**src/rtl/spi_slave_ctrl.sv**
```systemverilog
`timescale 1ns/1ps
// spi_slave_ctrl: SPI responder, all four CPOL/CPHA modes, MSB-first DW-bit words.
// SCLK, CS_N and MOSI are oversampled in the sys_clk domain. MISO is fed from a
// one-entry transmit buffer; each received word is presented with a 1-cycle pulse.
//
// Ports:
//   sys_clk, rst            system clock, synchronous active-high reset
//   spi_sclk/cs_n/mosi      asynchronous SPI pins from the master
//   spi_miso, spi_miso_oe   slave data out and pad output enable
//   cfg_cpol, cfg_cpha      mode select, captured while idle
//   tx_data/valid/ready     transmit buffer write handshake
//   rx_data, rx_valid       last received word and its update pulse
//   busy                    selected (synchronised CS low)
//
// Optional: define SPI_SLAVE_CTRL_STATUS_EN to add status_clr, tx_underrun and
// cs_abort (sticky flags; set has priority over clear).

module spi_slave_ctrl #(
    parameter int DW          = 8,
    parameter int SYNC_STAGES = 2
) (
    input  logic          sys_clk,
    input  logic          rst,
    input  logic          spi_sclk,
    input  logic          spi_cs_n,
    input  logic          spi_mosi,
    output logic          spi_miso,
    output logic          spi_miso_oe,
    input  logic          cfg_cpol,
    input  logic          cfg_cpha,
    input  logic [DW-1:0] tx_data,
    input  logic          tx_valid,
    output logic          tx_ready,
    output logic [DW-1:0] rx_data,
    output logic          rx_valid,
    output logic          busy
`ifdef SPI_SLAVE_CTRL_STATUS_EN
    ,
    input  logic          status_clr,
    output logic          tx_underrun,
    output logic          cs_abort
`endif
);

    // Synchroniser plus one extra stage whose output feeds edge detection.
    localparam int SN = SYNC_STAGES + 1;
    localparam int CW = $clog2(DW);

    typedef enum logic {
        IDLE,
        ACTIVE
    } state_e;

    state_e state_q, state_d;

    logic [SN-1:0] sclk_sync_q, cs_sync_q, mosi_sync_q;
    logic          sclk_prev_q, cs_prev_q;
    logic          cpol_q, cpha_q;

    logic [DW-1:0] tx_sr_q, tx_sr_d;
    logic [DW-1:0] rx_sr_q, rx_sr_d;
    logic [DW-1:0] rx_data_q, rx_data_d;
    logic [DW-1:0] buf_q, buf_d;
    logic [CW-1:0] cnt_q, cnt_d;
    logic          buf_full_q, buf_full_d;
    logic          miso_q, miso_d;
    logic          skip_q, skip_d;
    logic          rx_valid_q, rx_valid_d;

    logic          sclk_s, cs_s, mosi_s;
    logic          cs_fall, cs_rise, sclk_chg, lead, trail;
    logic          start, stop, smp, shf, done, load, hs;
    logic [DW-1:0] load_word;

    // Input synchronisers and edge-detect history.
    always_ff @(posedge sys_clk) begin
        if (rst) begin
            sclk_sync_q <= '0;
            cs_sync_q   <= '1;
            mosi_sync_q <= '0;
            sclk_prev_q <= 1'b0;
            cs_prev_q   <= 1'b1;
        end else begin
            sclk_sync_q <= {sclk_sync_q[SN-2:0], spi_sclk};
            cs_sync_q   <= {cs_sync_q[SN-2:0], spi_cs_n};
            mosi_sync_q <= {mosi_sync_q[SN-2:0], spi_mosi};
            sclk_prev_q <= sclk_sync_q[SN-1];
            cs_prev_q   <= cs_sync_q[SN-1];
        end
    end

    assign sclk_s   = sclk_sync_q[SN-1];
    assign cs_s     = cs_sync_q[SN-1];
    assign mosi_s   = mosi_sync_q[SN-1];

    assign cs_fall  = cs_prev_q & ~cs_s;
    assign cs_rise  = ~cs_prev_q & cs_s;
    assign sclk_chg = sclk_s ^ sclk_prev_q;
    assign lead     = sclk_chg & (sclk_s != cpol_q);
    assign trail    = sclk_chg & (sclk_s == cpol_q);

    // A CS rise masks any SCLK edge seen in the same cycle.
    assign start    = (state_q == IDLE) & cs_fall;
    assign stop     = (state_q == ACTIVE) & cs_rise;
    assign smp      = (state_q == ACTIVE) & ~cs_rise & (cpha_q ? trail : lead);
    assign shf      = (state_q == ACTIVE) & ~cs_rise & (cpha_q ? lead : trail);
    assign done     = smp & (cnt_q == CW'(DW - 1));
    assign load     = start | done;
    assign load_word = buf_full_q ? buf_q : '0;
    assign hs       = tx_valid & ~buf_full_q;

    // State register.
    always_ff @(posedge sys_clk) begin
        if (rst) begin
            state_q <= IDLE;
        end else begin
            state_q <= state_d;
        end
    end

    // Next state.
    always_comb begin
        state_d = state_q;
        unique case (state_q)
            IDLE:    if (cs_fall) state_d = ACTIVE;
            ACTIVE:  if (cs_rise) state_d = IDLE;
        endcase
    end

    // Outputs.
    always_comb begin
        busy        = (state_q == ACTIVE);
        spi_miso_oe = (state_q == ACTIVE);
        spi_miso    = miso_q;
        tx_ready    = ~buf_full_q;
        rx_data     = rx_data_q;
        rx_valid    = rx_valid_q;
    end

    // Shift datapath and transmit buffer.
    always_comb begin
        tx_sr_d    = tx_sr_q;
        rx_sr_d    = rx_sr_q;
        rx_data_d  = rx_data_q;
        rx_valid_d = 1'b0;
        cnt_d      = cnt_q;
        miso_d     = miso_q;
        skip_d     = skip_q;
        buf_d      = buf_q;
        buf_full_d = buf_full_q;

        if (stop) begin
            miso_d = 1'b0;
            cnt_d  = '0;
            skip_d = 1'b0;
        end else if (start) begin
            cnt_d  = '0;
            skip_d = 1'b0;
            if (cfg_cpha) begin
                tx_sr_d = load_word;
            end else begin
                miso_d  = load_word[DW-1];
                tx_sr_d = {load_word[DW-2:0], 1'b0};
            end
        end else begin
            if (smp) begin
                rx_sr_d = {rx_sr_q[DW-2:0], mosi_s};
                if (done) begin
                    cnt_d      = '0;
                    rx_data_d  = {rx_sr_q[DW-2:0], mosi_s};
                    rx_valid_d = 1'b1;
                    if (cpha_q) begin
                        tx_sr_d = load_word;
                    end else begin
                        // New MSB goes out now; the trailing edge that
                        // closes the old word must not shift it away.
                        miso_d  = load_word[DW-1];
                        tx_sr_d = {load_word[DW-2:0], 1'b0};
                        skip_d  = 1'b1;
                    end
                end else begin
                    cnt_d = cnt_q + 1'b1;
                end
            end
            if (shf) begin
                if (skip_q) begin
                    skip_d = 1'b0;
                end else begin
                    miso_d  = tx_sr_q[DW-1];
                    tx_sr_d = {tx_sr_q[DW-2:0], 1'b0};
                end
            end
        end

        // A handshake coinciding with a load refills the buffer for the next one.
        if (load) buf_full_d = 1'b0;
        if (hs) begin
            buf_full_d = 1'b1;
            buf_d      = tx_data;
        end
    end

    always_ff @(posedge sys_clk) begin
        if (rst) begin
            tx_sr_q    <= '0;
            rx_sr_q    <= '0;
            rx_data_q  <= '0;
            rx_valid_q <= 1'b0;
            cnt_q      <= '0;
            miso_q     <= 1'b0;
            skip_q     <= 1'b0;
            buf_q      <= '0;
            buf_full_q <= 1'b0;
            cpol_q     <= 1'b0;
            cpha_q     <= 1'b0;
        end else begin
            tx_sr_q    <= tx_sr_d;
            rx_sr_q    <= rx_sr_d;
            rx_data_q  <= rx_data_d;
            rx_valid_q <= rx_valid_d;
            cnt_q      <= cnt_d;
            miso_q     <= miso_d;
            skip_q     <= skip_d;
            buf_q      <= buf_d;
            buf_full_q <= buf_full_d;
            if (state_q == IDLE) begin
                cpol_q <= cfg_cpol;
                cpha_q <= cfg_cpha;
            end
        end
    end

`ifdef SPI_SLAVE_CTRL_STATUS_EN
    logic underrun_q, abort_q;

    always_ff @(posedge sys_clk) begin
        if (rst) begin
            underrun_q <= 1'b0;
            abort_q    <= 1'b0;
        end else begin
            if (load & ~buf_full_q) begin
                underrun_q <= 1'b1;
            end else if (status_clr) begin
                underrun_q <= 1'b0;
            end
            if (stop & (cnt_q != '0)) begin
                abort_q <= 1'b1;
            end else if (status_clr) begin
                abort_q <= 1'b0;
            end
        end
    end

    assign tx_underrun = underrun_q;
    assign cs_abort    = abort_q;
`endif

endmodule

```
**config.mk**
```make
export PLATFORM = sky130hd
export DESIGN_NAME = spi_slave_ctrl
export DESIGN_NICKNAME = d
export VERILOG_FILES = /design/src/rtl/spi_slave_ctrl.sv
export SDC_FILE = /design/constraint.sdc
export NUM_CORES = 1
export LEC_CHECK = 0
export CAP_MARGIN = 20
export CORE_MARGIN = 3
export CORE_UTILIZATION = 46
export CTS_CLUSTER_SIZE = 12
export DETAILED_ROUTE_END_ITERATION = 10
export PLACE_DENSITY = 0.82
export SKIP_LAST_GASP = 1
export SYNTH_ARGS = -nofsm -noshare
export SYNTH_HDL_FRONTEND = slang
export SYNTH_SLANG_ARGS = --single-unit
export TNS_END_PERCENT = 30
```
**constraint.sdc**
```tcl
create_clock -name sys_clk -period 1.7 [get_ports sys_clk]
set_input_delay 0.17 -clock sys_clk [delete_from_list [all_inputs] [get_ports sys_clk]]
set_output_delay 0.17 -clock sys_clk [all_outputs]
set_load 0.005 [all_outputs]
```
==> impl_metrics.yaml <==
run_status:
  status: "complete, no violations"
detailed_routing:
  drt_iter0_markers: 166
  num_vias: 1943
  wl_per_cell_um: 14.9
  drc: 0
  drt_wl_total_um: 5280
  ant_nets: 0
  via_per_inst: 5.47
  dr.pass1.iters: 4
pwr:
  power_leakage_uw: 0.00112
  ir_drop_v: 0.000798
  powerDensity_nw_per_um2: 747
  p_total_uw: 2260
final_layout:
  mostFrequentLayoutCells: "dfxtp_1, nor2_1, clkdlybuf4s50_1, mux2i_1, nand2_1"
  syn2layout_area_growth_pct: 32.9
  ff_latch_area_um2: 1050
  multi_input_area_um2: 1270
  diodes: 0
  fillers: 358
  layout-drive-gt1-share_pct: 24.5
  final_nets: 307
  final_common_cell: "dfxtp_1"
floorplan:
  die_x_um: 76.3
  die-area_um2: 5830
  core_um2: 4560
  initial_utilization_pct: 49.9
  fp-row-count: 24
  pin_count: 29
  die_h_um: 76.3
logic_synthesis:
  synth_nets: 262
  ys_types: 34
  synth_edf_count: 0
  seq_area_frac_synth_pct: 45.7
  ys_seq_elements: 52
  synth_area_um2: 2280
  synth.avg_cell_area_um2: 9.33
  ys_warn_count: 0
  synthArstFlopShare_pct: 0
  syn_inst: 244
  dominantRegCellSynth: "dfxtp_1"
timing:
  fin_crit_ns: 1.68
  max_freq_mhz: 596
  hold_violations: 0
  rsz0062_at_grt: "yes"
  tightest_slew_ns: 0.430
  min_period_over_period_pct: 98.8
  worst_clock_skew_ns: 0.0151
  max_slew_margin_pct: 71.2
  fin_ws_ns: 0.0212
  setup_viol: 0
  drv_slew: 0
critical_path:
  critPathRequiredTime_ns: 1.91
  cp_slowest_cell: "dfxtp_2"
  cp-end-kind: "flip-flop"
  crit_type: "reg -> reg"
  reg2reg_depth: 7
  startpoint_type: "flip-flop"
  reg2reg_slack_ns: 0.02
  path_max_fanout: 6
  cp_cell_sequence: "xor2_2 > mux2i_2 > or2_1 > buf_6 > buf_4 > mux2i_1 > o22ai_1"
  rr_startpoint: "cpha_q"
  arrival_ns: 1.89
  r2r_end: "tx_sr_q[0]"
  cpPeakStageDelay_ns: 0.38
min_path:
  min_to: "sclk_sync_q[0]"
  hold_path_startpoint: "spi_sclk"
  min_path_cells: 2
  min-delay-path-class: "in -> reg"
cts:
  cts_tree: "yes"
  cts_root_buf: "clkbuf_8"
  clock_latency_ns: 0.32
  cts_buffers: 5
  cts_buffer_depth: 2
  clkTransAtPathRegs_ns: 0.11
  clkSinkCount: 52
  htreeDepth: 2
grt:
  grt_pass1_vias: 1821
  overflow: 0
  grt_start_max_net_pins: 48
  grt.total_usage_pct: 17.3
  grt_pass1_wl_um: 8360
  antenna_found_initial: 0
flow_run:
  drv_cap: 0
place:
  numPortBuffers: 28
  hpwl_um: 3440
  place.gp.congestion: 0.872
  place_ws_ns: -0.0470
-- cell families (layout without fill, tap and decap cells) --
group | Yosys count | count (layout) | share of synthesized area (%)
flops | 52 | 52 | 45.7
xor+xnor | 1 | 1 | 0.715
buf+inv | 17 | 63 | 3.35
compound gates | 49 | 49 | 13.8
fa+ha+maj | 2 | 2 | 1.10
mux | 37 | 37 | 16.9
simple gates | 86 | 86 | 18.4
-- critical path: cells and delay by family, from the launching register on --
kind	cells	cell delay (ns)
muxes	2	0.45
xor gates and xnor gates	1	0.18
DFF	1	0.38
buffers and inverters	2	0.28
and+or+nand+nor	1	0.18
AOI/OAI and AO/OA	1	0.10
-- report_power, final --
group          internal (µW)  switching (µW)  total (µW)
Sequential              1250            27.7        1270
Combinational            116             102         218
Clock                    311             455         766
Total                   1670             585        2260
-- worst max-delay path by stage --
stage                              start          to  cells after the start  slack [ns]
after floorplan                     busy  tx_sr_q[6]                      6       -0.03
after global placement    sclk_sync_q[2]    spi_miso                      5        0.01
after detailed placement     sclk_prev_q    spi_miso                      5       -0.05
after CTS                       cnt_q[0]  tx_sr_q[6]                      7       -0.02
after global routing              cpha_q  rx_data[6]                      7       -0.06
final                             cpha_q  tx_sr_q[0]                      7        0.02
-- Yosys cell counts (all sizes together) (2+ instances only) --
master / count / share of area, %
nor4b: 2 / 0.77
dfxtp: 52 / 46
buf: 8 / 1.9
clkbuf: 6 / 0.99
nand2b: 3 / 0.82
mux2: 8 / 4.0
a221oi: 7 / 2.7
nor2: 32 / 5.6
o221ai: 7 / 2.7
inv: 3 / 0.49
nand2: 25 / 4.1
o22ai: 8 / 2.2
a21oi: 21 / 4.6
ha: 2 / 1.1
or2: 6 / 1.6
nor2b: 10 / 2.7
nor3: 2 / 0.88
o21ai: 4 / 0.88
mux2i: 29 / 13
-- sequential cells by signal (all words and copies together), names as in the netlist, 3 cells and up --
signal,count
rx_sr_q,7
sclk_sync_q,3
cs_sync_q,3
rx_data,8
cnt_q,3
tx_sr_q,8
buf_q,8
mosi_sync_q,3
-- metal layers --
metal	up-vias	GRT usage, %	routed length [µm]
met1	926	22.3	2270
li1	952	-	-
met3	12	5.20	316
met5	-	0	0
met4	0	5.43	82
met2	53	27.9	2620
-- through the flow --
stage / cells / instance area (µm²) / hold slack [ns] / TNS [ns] / utilization, %
final: 355 / 3020 / 0.394 / 0 / 66.3
after global routing: 355 / 3020 / 0.384 / -0.769 / 66.3
after CTS: 352 / 2880 / 0.397 / -0.0837 / 63.0
after detailed placement: 344 / 2760 / 0.403 / -0.161 / 60.5
after global placement: 344 / 2760 / 0.393 / 0 / 60.5
after floorplan: 244 / 2290 / 0.274 / -0.177 / -
-- repair_timing --
action,CTS,global route
buffers inserted,0,2
resized for setup,5,23
hold buffers,0,0
pin swaps,0,8
gates cloned,0,2
hold endpoints to repair,0,0
endpoints found under the setup margin,11,17
-- area by class of cell --
cell class / instances / area share [%]
clock buffers: 5 / 2.28
clock inverters: 3 / 0.952
inverters: 3 / 0.372
multi-input cells: 175 / 41.9
flip-flops and latches: 52 / 34.7
well taps: 65 / 2.69
repair buffers: 52 / 17.2
Note: power is estimated with default switching activity, not from simulation.
